File: src/rtl/counter_ctrl.sv
// Request sequencer for the lab counter: latches button command pulses as pending
// flags, services one per edge by fixed priority, and owns the RUN-mode timebase.
module counter_ctrl #(
  parameter int WIDTH       = 4,
  parameter int TICK_CYCLES = 125_000_000
) (
  input  logic             clk,
  input  logic             rst_n,
  input  logic             clr_req,
  input  logic             toggle_req,
  input  logic             dec_req,
  input  logic             inc_req,
  output logic [WIDTH-1:0] count,
  output logic             running,
  output logic [4:0]       pending,
  output logic             tick
);

  localparam int             TW      = (TICK_CYCLES > 1) ? $clog2(TICK_CYCLES) : 1;
  localparam logic [TW-1:0]  TC_LAST = TW'(TICK_CYCLES - 1);
  localparam logic [TW-1:0]  TC_ONE  = TW'(1);
  localparam logic [WIDTH-1:0] CNT_ONE = WIDTH'(1);

  localparam int P_CLR  = 0;
  localparam int P_TOG  = 1;
  localparam int P_DEC  = 2;
  localparam int P_INC  = 3;
  localparam int P_TICK = 4;

  typedef enum logic {
    S_MANUAL = 1'b0,
    S_RUN    = 1'b1
  } mode_t;

  mode_t            r_mode;
  logic [TW-1:0]    r_tc;
  logic [4:0]       r_pending;
  logic [WIDTH-1:0] r_count;
  logic             r_tick;

  logic [4:0] w_grant;
  logic [4:0] w_req;
  logic [4:0] w_pending_next;
  logic       w_wrap;
  logic       w_stop;
  logic       w_drop_tick;

  // Lowest set bit is the winner: flag order in the vector already encodes priority.
  assign w_grant     = r_pending & (~r_pending + 5'd1);
  assign w_wrap      = (r_mode == S_RUN) && (r_tc == TC_LAST);
  assign w_stop      = w_grant[P_TOG] && (r_mode == S_RUN);
  assign w_drop_tick = w_grant[P_CLR] | w_stop;
  assign w_req       = {1'b0, inc_req, dec_req, toggle_req, clr_req};

  always_comb begin
    w_pending_next = (r_pending & ~w_grant) | w_req;
    if (w_drop_tick) begin
      w_pending_next[P_TICK] = 1'b0;
    end else if (w_wrap) begin
      w_pending_next[P_TICK] = 1'b1;
    end
  end

  always_ff @(posedge clk) begin
    if (!rst_n) begin
      r_mode    <= S_MANUAL;
      r_tc      <= '0;
      r_pending <= '0;
      r_count   <= '0;
      r_tick    <= 1'b0;
    end else begin
      r_pending <= w_pending_next;
      r_tick    <= w_grant[P_TICK];

      if (w_grant[P_CLR]) begin
        r_count <= '0;
      end else if (w_grant[P_DEC]) begin
        r_count <= r_count - CNT_ONE;
      end else if (w_grant[P_INC] || w_grant[P_TICK]) begin
        r_count <= r_count + CNT_ONE;
      end

      if (w_grant[P_TOG]) begin
        r_mode <= (r_mode == S_RUN) ? S_MANUAL : S_RUN;
      end

      // Timebase phase only restarts on clear or a mode change, never on servicing.
      if (w_grant[P_CLR] || w_grant[P_TOG] || (r_mode == S_MANUAL) || w_wrap) begin
        r_tc <= '0;
      end else begin
        r_tc <= r_tc + TC_ONE;
      end
    end
  end

  assign count   = r_count;
  assign running = (r_mode == S_RUN);
  assign pending = r_pending;
  assign tick    = r_tick;

endmodule

File: config.mk
export PLATFORM = sky130hd
export DESIGN_NAME = counter_ctrl
export DESIGN_NICKNAME = d
export VERILOG_FILES = /design/src/rtl/counter_ctrl.sv
export SDC_FILE = /design/constraint.sdc
export NUM_CORES = 1
export LEC_CHECK = 0
export ABC_CLOCK_PERIOD_IN_PS = 1820
export CAP_MARGIN = 20
export CORE_MARGIN = 1
export CORE_UTILIZATION = 50
export DETAILED_ROUTE_END_ITERATION = 12
export GPL_ROUTABILITY_DRIVEN = 0
export PLACE_DENSITY = 0.8
export SYNTH_ARGS = -nofsm -noshare
export SYNTH_HDL_FRONTEND = slang
export SYNTH_SLANG_ARGS = --single-unit
export TNS_END_PERCENT = 5
File: constraint.sdc
create_clock -name clk -period 1.82 [get_ports clk]
set_input_delay 0.455 -clock clk [delete_from_list [all_inputs] [get_ports clk]]
set_output_delay 0.455 -clock clk [all_outputs]
set_load 0.05 [all_outputs]
# Yosys cells after proc, flatten, opt, wreduce, memory -nomap -nowiden
# Index checks and enable logic that the tools add are counted.
[totals]
reg_bits = 38
input_bits = 6
out_inout_bits = 11
elab_cells = 33
[op_classes]
add_sub_neg = 4
n_eq_ne = 1
muxes = 4
n_bitwise = 8
n_reduce_logical = 10
[op_table]
columns = ["op", "count"]
rows = [
  ["adder 27 x 1 -> 27 bit, second input constant", 1],
  ["== test 27 bit, second input constant", 1],
  ["AND 5 bit", 2],
  ["NOT 5 bit", 2],
  ["two-way mux 4 bit", 2],
  ["OR reduction 2 bit", 3],
  ["adder 5 x 1 -> 5 bit, second input constant", 1],
  ["OR 5 x 4 -> 5 bit", 1],
  ["adder 4 x 1 -> 4 bit, second input constant", 1],
  ["logical OR 1 bit", 4],
  ["subtractor 4 x 1 -> 4 bit, second input constant", 1],
  ["logical AND 1 bit", 2],
  ["two-way mux 1 bit", 2],
  ["NOT 1 bit", 2],
  ["nonzero test 2 bit", 1],
  ["OR 1 bit", 1],
]

# Logic depth before layout (Yosys ltp)
# Gate-level depths: netlist (run 1).
[depth]
ltp_word = 7
mapped_depth = 7
mapped_depth_nobuf = 6

# Worst setup path after synthesis (run 1)
# OpenSTA, ideal clock, no wires.
[synth_timing]
path_kind = "register to register"
startpoint = "register r_tc[0]"
endpoint = "register r_tc[26]"
setup_ps = 70
t_arrival_ps = 1940
required_ps = 1750
path_slack_ps = -190
stages_incl_launch_ff = 7
n_path_buf = 1
period_less_slack_ps = 2010
cell_sequence = "dfxtp_1 ha_1 nand4_1 or4_1 clkbuf_2 or4_1 a21oi_1"
[synth_between]
elab_chain_cells = 4
elab_cells_between_ends = 5
classes_between = "add/sub: 1; eq/ne: 1; reduce/logical: 3"
[synth_rtl]
columns = ["element", "line", "text"]
rows = [
  ["start, declared", "36", "logic [TW-1:0] r_tc;"],
  ["start signal, assigned", "91", "r_tc <= r_tc + TC_ONE;"],
  ["parallel branches: the longest is 4 deep, another holds adder 27 x 1 -> 27 bit", "--", ""],
]
# Several ways; the timed one is not identified.
# A chain may end at the register's enable or synchronous reset.

# Final worst setup path (run 1)
[layout_timing]
startpoint = "register r_tc[18]"
endpoint = "register r_tc[23]"
# Same word-level chain as after synthesis.

==> results.cfg, run 1 <==
[routing]
wirelength_um = 4159
post-route-drc-count = 0
drtIter0Drc = 101
dr.pass1.iters = 4
post_drt_wl_per_cell_um = 13.73
vias = 1699
viasPerCell = 5.607
ant_nets = 0

[timing]
max_slew_margin_pct = 75.63
skew_ns = 0.009268
fin_ws_ns = -0.1271
worst_slew_pin_slew_ns = 0.3656
finalSetupViolCount = 27
drv_slew = 0
fin_crit_sh_pct = 107.0
finalCriticalPeriod_ns = 1.947
finalHoldViolations = 0
rsz0062_at_grt = yes
max_freq_mhz = 513.6

[status]
violations = negative setup slack
outcome = finished, violations left

[global_route]
grt_pass1_vias = 1625
grt_pass1_wl_um = 6996
grt_max_degree = 17
top_usage_layer = met2
use_met3_pct = 6.618
antenna_found_initial = 0
use_met1_pct = 27.05
grt_use_met2_pct = 38.32
grtUsageTotal_pct = 22.93
grt.overflow.total = 0

[pwr]
max-vdd-ir-drop_mv = 0.4134
leakagePower_nw = 0.8212
powerDensity_nw_per_um2 = 631.4

[cts]
cts_tree = done
root_buffer = clkbuf_4
clkTransAtPathRegs_ns = 0.11
clock_sinks = 38
cts_buffer_depth = 2
hold_buffers = 0
htree_levels = 2
clk_latency_ns = 0.34
cts_buffers = 5

[synth]
syn_inst = 206
synth_area_um2 = 1813
syn_area_per_cell_um2 = 8.801
ys_seq_area_share_pct = 41.96
yosysUniqueCellTypes = 40
yosys_warnings = 0
ys_seq_elements = 38
syn-num-nets = 214
ys.flop_type = dfxtp_1
synth_edf_count = 0
ys_async_sr_fraction_pct = 0

[job]
drv_cap = 0

[floorplan]
start_util_pct = 53.08
die_height_um = 62.22
die_x_um = 62.22
io_pins = 17
core_um2 = 3416
dieArea_um2 = 3871
row_count = 21

[finish]
fin_area_um2 = 2350
drive_above_1_share_pct = 24.90
final_common_cell = buf_4
fin_util_pct = 68.79
antenna-diode-count = 0
finalNetCount = 264
layout_common_cells = buf_4 (41), dfxtp_1 (35), nor2_1 (21)
stdcell_count = 303
area.growth.synth_to_final_pct = 29.61

[place]
dp_cells = 295
dp_hpwl_um = 3011
port_buffers = 16
dpl_worst_slack_ns = -0.1292
placed_area_um2 = 2277

[critical_path]
critPathKind = reg2reg
critPathMaxFanout = 16
critPathArrivalTime_ns = 2.18
end_kind = flop
start_kind = flop
worstPathRequired_ns = 2.05

[worst_hold_path]
hold_class = reg2reg
synthesized netlist by cell type (all sizes together) (6+ instances only):
cell type | count | share of area [%]
nand4 | 7 | 2.8
nor2 | 21 | 4.3
nand3 | 13 | 3.6
dfxtp | 38 | 42
o31ai | 9 | 3.7
xor2 | 6 | 2.9
a21oi | 14 | 3.9
xnor2 | 9 | 4.3
or4 | 13 | 5.6
o21ai | 8 | 2.8
nand2 | 14 | 2.9
layer usage:
metal	part of all wire, %	routed length, um	vias to the layer above
met5	0	0	-
met4	1.1	44	0
met3	4.3	177	4
met2	50	2069	45
met1	45	1869	798
li1	-	-	852
power breakdown:
part	switching (mW)	leakage [nW]	internal [mW]	total, mW
sequential	0.0176	0.309	0.845	0.862
clock	0.277	0.0353	0.187	0.464
combinational	0.0866	0.477	0.0704	0.157
worst paths after layout:
path / startpoint / end / slack [ns] / cells past startpoint
worst max-delay path: r_tc[18] / r_tc[23] / -0.13 / 5
worst min-delay path: count[3] / count[3] / 0.49 / 2
worst max register to register: r_tc[18] / r_tc[23] / -0.13 / 5
worst min register to register: count[3] / count[3] / 0.49 / 2
stage by stage:
step	hold slack, ns	setup TNS, ns	total power [mW]
2_1_floorplan	0.4403	-2.085	0.9731
3_3_place_gp	0.4690	-2.152	1.034
3_5_place_dp	0.4751	-2.621	1.036
4_1_cts	0.4994	-3.076	1.485
5_1_grt	0.5372	-4.449	1.544
6_report	0.4934	-2.990	1.484
sequential cells by signal, summed over array words and instances (netlist names):
name / flops
count: 4
pending: 5
r_tc: 27
running: 1
tick: 1
worst max-delay path, cell delays in order, from the launching register on:
cell and delay (ns):
dfxtp_1 0.34, or4_1 0.51, or4_4 0.56, o21ai_4 0.20, buf_12 0.17, a21oi_1 0.04
what timing repair did:
item | in CTS | in global routing
endpoints found under the hold margin | 0 | 0
gates resized for setup | 1 | 2
pin swaps | 0 | 0
endpoints found under the setup margin | 27 | 29
buffers inserted | 0 | 0
final cells by class:
cell class	count	area (um2)
flip-flops and latches	38	764.5
clock buffers	7	55.05
multi-input cells	156	1011
clock inverters	1	5.005
fillers	273	1066
repair buffers	50	437.9
inverters	5	18.77
well taps	46	57.56
cells by family (layout without fill, tap and decap cells):
group / count (synthesis) / count (layout) / share of synthesized area [%]
simple gates: 100 / 100 / 31.47
flops: 38 / 38 / 41.96
compound gates: 37 / 37 / 13.18
xor+xnor: 15 / 15 / 7.247
buf+inv: 12 / 63 / 3.658
fa+ha+maj: 2 / 2 / 1.380
mux: 2 / 2 / 1.104
Note: power is estimated with default switching activity, not from simulation.
==> run 2: changes to the inputs <==
CAP_MARGIN = unset   (was 20)
CORE_MARGIN = unset   (was 1)
==> results of run 2 <==
The final DEF is identical to that of run 1; final timing and power are the same.
